[src/rtl/hazard_stall_controller_if.sv]
// Hazard/stall control bundle between the ID-stage decode and the sequencing controller.
// Optional perf counter signals appear when HAZARD_PERF_CNT_EN is defined.
interface hazard_stall_controller_if;
  logic [4:0]  ID_Rs;
  logic [4:0]  ID_Rt;
  logic        ID_UsesRt;
  logic        ID_MultiCycle;
  logic        EX_MemRead;
  logic [4:0]  EX_Rt;
  logic        EX_BranchTaken;
  logic        ExtStall;
  logic        PCWrite;
  logic        IF_ID_Write;
  logic        IF_ID_Flush;
  logic        ID_EX_Bubble;
  logic        ID_EX_Hold;
  logic        Busy;
`ifdef HAZARD_PERF_CNT_EN
  logic [31:0] StallCycles;
  logic [31:0] FlushCount;
`endif

  modport master (
    output ID_Rs, ID_Rt, ID_UsesRt, ID_MultiCycle, EX_MemRead, EX_Rt,
           EX_BranchTaken, ExtStall,
`ifdef HAZARD_PERF_CNT_EN
    input  StallCycles, FlushCount,
`endif
    input  PCWrite, IF_ID_Write, IF_ID_Flush, ID_EX_Bubble, ID_EX_Hold, Busy
  );

  modport slave (
    input  ID_Rs, ID_Rt, ID_UsesRt, ID_MultiCycle, EX_MemRead, EX_Rt,
           EX_BranchTaken, ExtStall,
`ifdef HAZARD_PERF_CNT_EN
    output StallCycles, FlushCount,
`endif
    output PCWrite, IF_ID_Write, IF_ID_Flush, ID_EX_Bubble, ID_EX_Hold, Busy
  );
endinterface

[src/rtl/hazard_stall_controller.sv]
// ID/EX sequencing controller: load-use stalls, taken-branch flushes, mult/div occupancy.
// Define HAZARD_PERF_CNT_EN to add saturating StallCycles/FlushCount counters.
module hazard_stall_controller #(
  parameter int MULDIV_LATENCY = 4
) (
  input logic                       Clk,
  input logic                       Reset,
  hazard_stall_controller_if.slave  bus
);
  typedef enum logic {RUN, MD_BUSY} state_t;

  localparam bit         MD_EN   = (MULDIV_LATENCY > 1);
  localparam logic [3:0] MD_LOAD = 4'(MULDIV_LATENCY - 1);

  state_t     state;
  logic [3:0] md_cnt;
  logic       lu;
  logic       pc_write, ifid_write, ifid_flush, idex_bubble, idex_hold, busy;

  assign lu = bus.EX_MemRead && (bus.EX_Rt != 5'd0) &&
              ((bus.EX_Rt == bus.ID_Rs) || (bus.ID_UsesRt && (bus.EX_Rt == bus.ID_Rt)));

  // ExtStall freezes everything; a branch kills the ID mult/div before it can issue.
  always_ff @(posedge Clk or posedge Reset) begin
    if (Reset) begin
      state  <= RUN;
      md_cnt <= '0;
    end else if (!bus.ExtStall) begin
      case (state)
        RUN: begin
          if (!bus.EX_BranchTaken && !lu && bus.ID_MultiCycle && MD_EN) begin
            state  <= MD_BUSY;
            md_cnt <= MD_LOAD;
          end
        end
        MD_BUSY: begin
          if (md_cnt <= 4'd1) begin
            state  <= RUN;
            md_cnt <= '0;
          end else begin
            md_cnt <= md_cnt - 4'd1;
          end
        end
        default: begin
          state  <= RUN;
          md_cnt <= '0;
        end
      endcase
    end
  end

  always_comb begin
    pc_write    = 1'b1;
    ifid_write  = 1'b1;
    ifid_flush  = 1'b0;
    idex_bubble = 1'b0;
    idex_hold   = 1'b0;
    busy        = (state == MD_BUSY);
    if (Reset) begin
      pc_write    = 1'b0;
      ifid_write  = 1'b0;
      ifid_flush  = 1'b1;
      idex_bubble = 1'b1;
      busy        = 1'b0;
    end else if (bus.ExtStall) begin
      pc_write   = 1'b0;
      ifid_write = 1'b0;
      idex_hold  = 1'b1;
    end else if (state == MD_BUSY) begin
      pc_write   = 1'b0;
      ifid_write = 1'b0;
      idex_hold  = 1'b1;
    end else if (bus.EX_BranchTaken) begin
      ifid_flush  = 1'b1;
      idex_bubble = 1'b1;
    end else if (lu) begin
      pc_write    = 1'b0;
      ifid_write  = 1'b0;
      idex_bubble = 1'b1;
    end
  end

  assign bus.PCWrite      = pc_write;
  assign bus.IF_ID_Write  = ifid_write;
  assign bus.IF_ID_Flush  = ifid_flush;
  assign bus.ID_EX_Bubble = idex_bubble;
  assign bus.ID_EX_Hold   = idex_hold;
  assign bus.Busy         = busy;

`ifdef HAZARD_PERF_CNT_EN
  logic [31:0] stall_cycles, flush_count;

  always_ff @(posedge Clk or posedge Reset) begin
    if (Reset) begin
      stall_cycles <= '0;
      flush_count  <= '0;
    end else begin
      if (!pc_write && (stall_cycles != 32'hFFFF_FFFF)) stall_cycles <= stall_cycles + 32'd1;
      if (ifid_flush && (flush_count != 32'hFFFF_FFFF)) flush_count <= flush_count + 32'd1;
    end
  end

  assign bus.StallCycles = stall_cycles;
  assign bus.FlushCount  = flush_count;
`endif
endmodule

[src/flat_wrapper.sv]
// flat-port wrapper written by rule: the top's interface ports become plain ports
module hazard_stall_controller_flat 
#(
  parameter int MULDIV_LATENCY = 4
)
  (Clk, Reset, bus_ID_Rs, bus_ID_Rt, bus_ID_UsesRt, bus_ID_MultiCycle, bus_EX_MemRead, bus_EX_Rt, bus_EX_BranchTaken, bus_ExtStall, bus_PCWrite, bus_IF_ID_Write, bus_IF_ID_Flush, bus_ID_EX_Bubble, bus_ID_EX_Hold, bus_Busy);
  hazard_stall_controller_if bus_i ();
  input logic Clk;
  input logic Reset;
  input wire logic [$bits(bus_i.ID_Rs)-1:0] bus_ID_Rs;
  input wire logic [$bits(bus_i.ID_Rt)-1:0] bus_ID_Rt;
  input wire logic [$bits(bus_i.ID_UsesRt)-1:0] bus_ID_UsesRt;
  input wire logic [$bits(bus_i.ID_MultiCycle)-1:0] bus_ID_MultiCycle;
  input wire logic [$bits(bus_i.EX_MemRead)-1:0] bus_EX_MemRead;
  input wire logic [$bits(bus_i.EX_Rt)-1:0] bus_EX_Rt;
  input wire logic [$bits(bus_i.EX_BranchTaken)-1:0] bus_EX_BranchTaken;
  input wire logic [$bits(bus_i.ExtStall)-1:0] bus_ExtStall;
  output wire logic [$bits(bus_i.PCWrite)-1:0] bus_PCWrite;
  output wire logic [$bits(bus_i.IF_ID_Write)-1:0] bus_IF_ID_Write;
  output wire logic [$bits(bus_i.IF_ID_Flush)-1:0] bus_IF_ID_Flush;
  output wire logic [$bits(bus_i.ID_EX_Bubble)-1:0] bus_ID_EX_Bubble;
  output wire logic [$bits(bus_i.ID_EX_Hold)-1:0] bus_ID_EX_Hold;
  output wire logic [$bits(bus_i.Busy)-1:0] bus_Busy;
  assign bus_i.ID_Rs = bus_ID_Rs;
  assign bus_i.ID_Rt = bus_ID_Rt;
  assign bus_i.ID_UsesRt = bus_ID_UsesRt;
  assign bus_i.ID_MultiCycle = bus_ID_MultiCycle;
  assign bus_i.EX_MemRead = bus_EX_MemRead;
  assign bus_i.EX_Rt = bus_EX_Rt;
  assign bus_i.EX_BranchTaken = bus_EX_BranchTaken;
  assign bus_i.ExtStall = bus_ExtStall;
  assign bus_PCWrite = bus_i.PCWrite;
  assign bus_IF_ID_Write = bus_i.IF_ID_Write;
  assign bus_IF_ID_Flush = bus_i.IF_ID_Flush;
  assign bus_ID_EX_Bubble = bus_i.ID_EX_Bubble;
  assign bus_ID_EX_Hold = bus_i.ID_EX_Hold;
  assign bus_Busy = bus_i.Busy;
  hazard_stall_controller #(.MULDIV_LATENCY(MULDIV_LATENCY)) u_core (.Clk(Clk), .Reset(Reset), .bus(bus_i));
endmodule
[config.mk]
export PLATFORM = sky130hd
export DESIGN_NAME = hazard_stall_controller_flat
export DESIGN_NICKNAME = d
export VERILOG_FILES = /design/src/rtl/hazard_stall_controller_if.sv /design/src/rtl/hazard_stall_controller.sv /design/src/flat_wrapper.sv
export SDC_FILE = /design/constraint.sdc
export NUM_CORES = 1
export LEC_CHECK = 0
export CORE_UTILIZATION = 40
export DETAILED_ROUTE_END_ITERATION = 8
export PLACE_DENSITY = 0.79
export SETUP_SLACK_MARGIN = 0.02
export SLEW_MARGIN = 10
export SYNTH_ARGS = -nofsm -noshare
export SYNTH_HDL_FRONTEND = slang
export SYNTH_SLANG_ARGS = --single-unit
[constraint.sdc]
create_clock -name Clk -period 3.6 [get_ports Clk]
set_clock_uncertainty 0.1 [all_clocks]
set_input_delay 0.72 -clock Clk [delete_from_list [all_inputs] [get_ports Clk]]
set_output_delay 0.72 -clock Clk [all_outputs]
set_load 0.05 [all_outputs]
After elaboration in Yosys (flattened, before gate mapping)
Cells that the tools add are included.
{ "totals": {"regBits": 5} }
{ "op_classes": {"order_cmp": 1, "n_addsub": 1, "n_reduce_logical": 10, "muxes": 24, "n_eq_ne": 3, "bitwise_logic": 2} }
{ "ops": {"columns": ["op", "count"], "rows": [
  ["2-to-1 mux 1 bit", 20],
  ["equality test 5 bit", 2],
  ["2-to-1 mux 4 bit", 2],
  ["one-hot mux 4 bit (2 select lines)", 1],
  ["logical AND 1 bit", 5],
  ["nonzero test 5 bit", 1],
  ["less-or-equal comparator 4 x 1 -> 1 bit (second input constant)", 1],
  ["subtractor 4 x 1 -> 4 bit (second input constant)", 1],
  ["zero test 1 bit", 2],
  ["!= test 2 x 1 -> 1 bit (second input constant)", 1],
  ["inverter 1 bit", 2],
  ["one-hot mux 1 bit (2 select lines)", 1],
  ["AND reduction 2 bit", 1],
  ["logical OR 1 bit", 1]
]} }

Longest topological paths before layout
Gate-level depths: netlist (run 1).
{ "depth": {"depth_word": 9, "mapped_depth": 7, "ltp_nobuf": 7} }

Least setup slack after synthesis (run 1)
No wires, ideal clock.
{ "synth_timing": {"kind": "input -> output", "from": "in bus_EX_Rt[0]", "to": "out bus_PCWrite", "setup_slack_ns": -0.176, "path_stages": 5, "path_buffers": 1, "t_required_ns": 2.780, "arrival_ns": 2.956, "path_cell_list": "or4_1 o21ai_2 nor3_1 nor3_1 buf_4"} }
{ "synth_between": {"elab_chain_cells": 9, "word_cells_on_any_way": 12} }
{ "synth_rtl": {"columns": ["element", "line", "rtl"], "rows": [
  ["from (decl)", "flat_wrapper.sv:15", "input wire logic [$bits(bus_i.EX_Rt)-1:0] bus_EX_Rt;"],
  ["equality test 5 bit", "hazard_stall_controller.sv:21", "((bus.EX_Rt == bus.ID_Rs) || (bus.ID_UsesRt && (bus.EX_Rt == bus.ID_Rt)));"],
  ["logical AND 1 bit", "hazard_stall_controller.sv:21", null],
  ["logical OR 1 bit", "hazard_stall_controller.sv:21", null],
  ["logical AND 1 bit (*)", "hazard_stall_controller.sv:20", "assign lu = bus.EX_MemRead && (bus.EX_Rt != 5'd0) &&"],
  ["2-to-1 mux 1 bit (*) (5 in series)", null, null],
  ["to (decl)", "flat_wrapper.sv:18", "output wire logic [$bits(bus_i.PCWrite)-1:0] bus_PCWrite;"]
]} }
Every way passes the cells marked *; elsewhere a longest branch is shown, timed or not.

Worst setup path in the final report (run 1)
{ "layout_timing": {"from": "in bus_EX_Rt[0]", "to": "out bus_PCWrite"} }
{ "layout_between": {"elab_chain_cells": 9, "word_cells_on_any_way": 12} }
{ "layout_rtl": {"columns": ["element", "line", "rtl"], "rows": [
  ["equality test 5 bit", "hazard_stall_controller.sv:21", null],
  ["logical AND 1 bit", "hazard_stall_controller.sv:21", null],
  ["logical OR 1 bit", "hazard_stall_controller.sv:21", null],
  ["logical AND 1 bit (*)", "hazard_stall_controller.sv:20", null],
  ["2-to-1 mux 1 bit (*)", "hazard_stall_controller.sv:76", "end else if (lu) begin"],
  ["2-to-1 mux 1 bit (*)", "hazard_stall_controller.sv:73", "end else if (bus.EX_BranchTaken) begin"],
  ["2-to-1 mux 1 bit (*)", "hazard_stall_controller.sv:69", "end else if (state == MD_BUSY) begin"],
  ["2-to-1 mux 1 bit (*)", "hazard_stall_controller.sv:65", "end else if (bus.ExtStall) begin"],
  ["2-to-1 mux 1 bit (*)", "hazard_stall_controller.sv:59", "if (Reset) begin"]
]} }
Marked as above.

==> flow_summary_export.csv, run 1 <==
group,metric,value,unit
sta,fin_crit,3.38,ns
synth,synth_ff_type,"dfrtp_1",
pwr,vdd_drop_max,0.429,mV
pwr,p_sw_frac,0.439,
critical_path,r2r_slack,2.07,ns
synth,seq_area_frac_synth,0.240,
critical_path,critPathMaxFanout,4,
critical_path,cp.arrival,2.56,ns
sta,setup_tns,0,ns
routing,vias,557,
floorplan,io_pins,28,
pwr,p_seq_frac,0.261,
cells_and_area,diodes,0,
global_routing,grt_pass1_wl,2.19,mm
place,dp.cells,106,
synth,syn_area,522,µm²
sta,finalSetupViolCount,0,
pwr,powerDensity,492,nW/µm²
place,place_hpwl,1.18,mm
synth,syn_nets,90,
clock_tree,cts_hold_buf,0,
cells_and_area,layout_common_cells,"clkdlybuf4s50_1 (24), xor2_1 (9), nor2_1 (9)",
run_status,outcome,"completed",
synth,async_reset_ff_frac,1.00,
sta,hold_violations,0,
flow_run,drv_cap,0,
synth,synth.top_cells.by_area,"dfrtp_1 (24%), xor2_1 (15%), nor2_1 (6.5%)",
routing,vias_per_cell,5.06,
clock_tree,cts.clk_slew.worst_paths,0.04,ns
sta,slew_headroom,0.672,
synth,synth_edf_count,0,
pwr,p_int,238,µW
critical_path,critPathKind,"in -> out",
clock_tree,clock-sinks,5,
synth,synth.distinct_cells,26,
clock_tree,clk-insertion-delay-late,0.23,ns
cells_and_area,final_util,0.747,
routing,wirelength,1.33,mm
global_routing,grt_start_max_net_pins,8,
clock_tree,clock_path_buffers,2,
place,io_buffer_count,27,
min_path,worstHoldPathType,"reg -> reg",
place,routabilityCongestion,0.880,
cells_and_area,synthToLayoutAreaGrowth,65.5,%
routing,ant_nets,0,
sta,finalCritPeriodShare,0.938,
sta,rsz0062_at_grt,"false",
cells_and_area,layout_commonest_cell,"clkdlybuf4s50_1",
routing,route.detailed.drc,0,
critical_path,crit_required,2.78,ns
pwr,leakagePower,0.000364,µW
floorplan,row_count,12,
synth,yosysTopAreaCellShare,0.240,
synth,synthCells,66,
pwr,p_switching,186,µW
clock_tree,numCtsBuffers,3,
cells_and_area,nets,121,
cells_and_area,drive_above_1_share,0.125,
clock_tree,cts_tree,"done",
floorplan,dieArea,1450,µm²
floorplan,core,1160,µm²
place,place_area,837,µm²
clock_tree,postCtsSetupBuffers,0,
critical_path,start_kind,"primary input",
global_routing,grt_overflow_total,0,
global_routing,grt_pass1_vias,508,
synth,synth_warnings,0,
sta,fin_hold_ws,0.445,ns
critical_path,cp-end-kind,"primary output",
cells_and_area,fin_area,863,µm²
synth,postSynthAreaPerCell,7.91,µm²
cells_and_area,fin_cells,110,
routing,drt-initial-drc-count,14,
cells_and_area,n_fill_cell,83,
synth,synth_area_leader_cell,"dfrtp_1",
sta,tightest_slew,0.490,ns
floorplan,start_util,0.451,
synth,ys_seq_elements,5,
routing,firstDrtPassIters,4,
clock_tree,clock-root-buffer,"clkbuf_4",
floorplan,die_w,38.1,µm
sta,max_freq,0.296,GHz
critical_path,rr_worst_depth,7,
global_routing,track_usage,0.210,
pwr,pwr-share-comb,0.597,
sta,maxSlewViolCount,0,
min_path,hold_depth,2,
clock_tree,ctsHtreeMaxLevel,1,
floorplan,fp.dieH,38.1,µm
routing,avgRoutedWirePerCell,12.1,µm
global_routing,antenna_found_initial,0,
clock_tree,cts_resized,0,
pwr,pwr-share-clk,0.143,
-- kinds of logic (layout without fill, tap and decap cells) --
family,Yosys count,after routing,share of synthesized area
compound gates,15,15,0.225
xor+xnor,10,10,0.168
fa+ha+maj,2,2,0.0480
buf+inv,7,37,0.0576
flops,5,5,0.240
simple gates,27,27,0.261
-- per-layer routing --
metal | GRT usage | vias to the layer above | share of wire
met5 | 0 | - | 0
met3 | 0.0116 | 4 | 0.034
li1 | - | 292 | -
met1 | 0.313 | 246 | 0.52
met2 | 0.309 | 15 | 0.43
met4 | 0.0893 | 0 | 0.022
-- final cells by class --
type,instances,area [µm²],share of cell area
timing repair buffer,27,300,0.348
inverter,6,22.5,0.0261
clock buffer,4,26.3,0.0304
multi-input combinational,54,372,0.430
tap,14,17.5,0.0203
sequential,5,125,0.145
-- per-stage QoR --
step / power [µW] / worst slack, ns
floorplan: 272 / 0.314
global placement: 359 / 0.256
detailed placement: 365 / 0.225
CTS: 429 / 0.226
global route: 462 / 0.131
finish: 425 / 0.224
-- worst max-delay path: stages --
cell and delay [ns]:
clkdlybuf4s50_1 0.47, or4_1 0.59, o21ai_2 0.20, nor3_1 0.08, nor3_2 0.30, buf_12 0.19
-- power by group through the flow --
stage / registers, µW / clock network (µW) / logic [µW]
6_report: 111 / 60.7 / 253
5_1_grt: 115 / 67.6 / 279
4_1_cts: 110 / 63.5 / 255
3_5_place_dp: 111 / 0 / 254
3_3_place_gp: 110 / 0 / 249
2_1_floorplan: 104 / 0 / 168
-- final timing paths --
check	from	endpoint
worst min-delay path	u_core.md_cnt[1]$_DFFE_PP0P_	u_core.md_cnt[1]$_DFFE_PP0P_
min in group asynchronous	Reset	u_core.md_cnt[0]$_DFFE_PP0P_
worst max register to register	u_core.md_cnt[1]$_DFFE_PP0P_	u_core.md_cnt[1]$_DFFE_PP0P_
max in group asynchronous	Reset	u_core.md_cnt[1]$_DFFE_PP0P_
worst min register to register	u_core.md_cnt[1]$_DFFE_PP0P_	u_core.md_cnt[1]$_DFFE_PP0P_
worst max-delay path	bus_EX_Rt[0]	bus_PCWrite
-- registers in the layout, indices dropped and copies added, names as in the netlist --
register,cells
u_core.state,1
u_core.md_cnt,4
-- synth_stat cells, types with 2 or more instances --
| library cell | count |
|---|---|
| dfrtp_1 | 5 |
| o31ai_1 | 2 |
| ha_1 | 2 |
| nor2_1 | 9 |
| xor2_1 | 9 |
| nand2_1 | 5 |
| inv_1 | 6 |
| o21a_1 | 2 |
| o21ai_0 | 3 |
| a21oi_1 | 2 |
| nor3_1 | 6 |
Note: power is estimated with default switching activity, not from simulation.
==> run 2: changes to the inputs <==
Settings changed: CORE_MARGIN from default to 1.5.
==> flow_summary_export.csv, run 2 (synthesis results as in run 1) <==
group,metric,value,unit
routing,drt-initial-drc-count,9,
sta,rsz0062_at_grt,"false",
cells_and_area,largest_register_ffs,4,
global_routing,antenna_found_initial,0,
routing,vias,550,
sta,slew_headroom,0.665,
routing,avgRoutedWirePerCell,12.6,µm
floorplan,start_util,0.451,
critical_path,crit_start,"bus_EX_Rt[0]",
critical_path,slowest_stage,"or4_1",
critical_path,crit_buf_inv,2,
routing,firstDrtPassIters,4,
sta,setup_tns,0,ns
cells_and_area,layout_common_cells,"clkdlybuf4s50_1 (24), xor2_1 (9), nor2_1 (9)",
clock_tree,clk-insertion-delay-late,0.23,ns
cells_and_area,drive_above_1_share,0.125,
sta,hold_violations,0,
cells_and_area,regMostFlops,"u_core.md_cnt",
flow_run,drv_cap,0,
routing,vias_per_cell,5.00,
clock_tree,clock-root-buffer,"clkbuf_4",
cells_and_area,largest_registers,"u_core.md_cnt (4), u_core.state (1)",
global_routing,track_usage,0.208,
floorplan,die_w,39.1,µm
critical_path,timing.rr.start,"u_core.md_cnt[1]$_DFFE_PP0P_",
cells_and_area,nets,121,
routing,wirelength,1.39,mm
cells_and_area,synthToLayoutAreaGrowth,65.5,%
global_routing,grt_start_max_net_pins,8,
pwr,powerDensity,495,nW/µm²
clock_tree,postCtsSetupBuffers,0,
critical_path,critPathKind,"in -> out",
critical_path,cp.arrival,2.54,ns
floorplan,fp.dieH,39.1,µm
floorplan,row_count,12,
critical_path,worstPathCellList,"clkdlybuf4s50_1, or4_1, o21ai_2, nor3_1, nor3_2, buf_12",
routing,ant_nets,0,
sta,tightest_slew,0.501,ns
clock_tree,cts_tree,"done",
cells_and_area,layout_commonest_cell,"clkdlybuf4s50_1",
min_path,worstHoldPathType,"reg -> reg",
min_path,holdCritStartpoint,"u_core.md_cnt[1]$_DFFE_PP0P_",
clock_tree,cts_hold_buf,0,
place,io_buffer_count,27,
sta,fin_crit,3.36,ns
place,place_hpwl,1.19,mm
place,routabilityCongestion,0.890,
sta,max_freq,0.298,GHz
critical_path,crit_required,2.78,ns
floorplan,io_pins,28,
global_routing,grt_pass1_vias,496,
global_routing,grt_pass1_wl,2.08,mm
clock_tree,clock-sinks,5,
clock_tree,ctsHtreeMaxLevel,1,
critical_path,start_kind,"primary input",
cells_and_area,diodes,0,
floorplan,dieArea,1530,µm²
cells_and_area,final_util,0.747,
clock_tree,cts_resized,0,
sta,finalSetupViolCount,0,
run_status,outcome,"completed",
routing,route.detailed.drc,0,
global_routing,grt_overflow_total,0,
critical_path,cp-end-kind,"primary output",
sta,maxSlewViolCount,0,
sta,finalCritPeriodShare,0.933,
clock_tree,clock_path_buffers,2,
clock_tree,numCtsBuffers,3,
critical_path,critPathMaxFanout,4,
clock_tree,cts.clk_slew.worst_paths,0.04,ns
pwr,vdd_drop_max,0.486,mV
pwr,leakagePower,0.000364,µW
critical_path,critPathTopFamily,"simple AND/OR/NAND/NOR gates",
critical_path,max_stage_delay,0.55,ns
floorplan,core,1160,µm²
-- run 2: cell counts in the layout (fill, tap and decap cells not counted) --
Identical to the previous run, type by type.
-- run 2: power by group --
group	leakage (µW)	switching (µW)	internal, µW
Combinational	0.000287	141	114
Clock	0.0000150	18.8	41.6
Sequential	0.0000617	28.5	82.4
-- run 2: layout make-up --
cell class,instances,area (µm²)
sequential,5,125
multi-input combinational,54,372
timing repair buffer,27,300
fill,91,293
inverter,6,22.5
tap,14,17.5
clock buffer,4,26.3
-- run 2: final timing paths --
kind / slack (ns) / end / cells after the start
setup / recovery: 0.24 / bus_PCWrite / 6
hold / removal: 0.45 / u_core.md_cnt[1]$_DFFE_PP0P_ / 2
setup reg to reg: 2.03 / u_core.md_cnt[1]$_DFFE_PP0P_ / 7
hold reg to reg: 0.45 / u_core.md_cnt[1]$_DFFE_PP0P_ / 2
max in group asynchronous: 2.47 / u_core.state$_DFFE_PP0N_ / 2
min in group asynchronous: 0.74 / u_core.md_cnt[2]$_DFFE_PP0P_ / 2
-- run 2: worst reg2reg max path, cell delays in order (launching register included) --
cell and delay (ns):
dfrtp_1 0.38, inv_1 0.11, ha_1 0.20, nor2_1 0.05, nor3_1 0.27, nor3_1 0.10
a21oi_1 0.14, o31ai_1 0.10
-- run 2: layer usage --
| metal | up-vias | share of wire | GRT usage |
|---|---|---|---|
| met3 | 0 | 0.059 | 0.0462 |
| li1 | 289 | - | - |
| met5 | - | 0 | 0 |
| met2 | 19 | 0.47 | 0.321 |
| met4 | 0 | 0 | 0.0776 |
| met1 | 242 | 0.47 | 0.278 |
-- run 2: through the flow --
| stage | std cells | area, µm² | setup WS, ns | total power, µW | hold slack (ns) |
|---|---|---|---|---|---|
| 2_1_floorplan | 66 | 527 | 0.314 | 272 | 0.388 |
| 3_3_place_gp | 106 | 837 | 0.257 | 359 | 0.427 |
| 3_5_place_dp | 106 | 837 | 0.241 | 365 | 0.447 |
| 4_1_cts | 110 | 863 | 0.238 | 428 | 0.454 |
| 5_1_grt | 110 | 863 | 0.148 | 458 | 0.496 |
| 6_report | 110 | 863 | 0.240 | 427 | 0.449 |
==> run 3: changes to the inputs <==
Settings changed: CAP_MARGIN from default to 10.
==> results of run 3 <==
No change in the layout: final DEF, timing and power equal those of run 2.
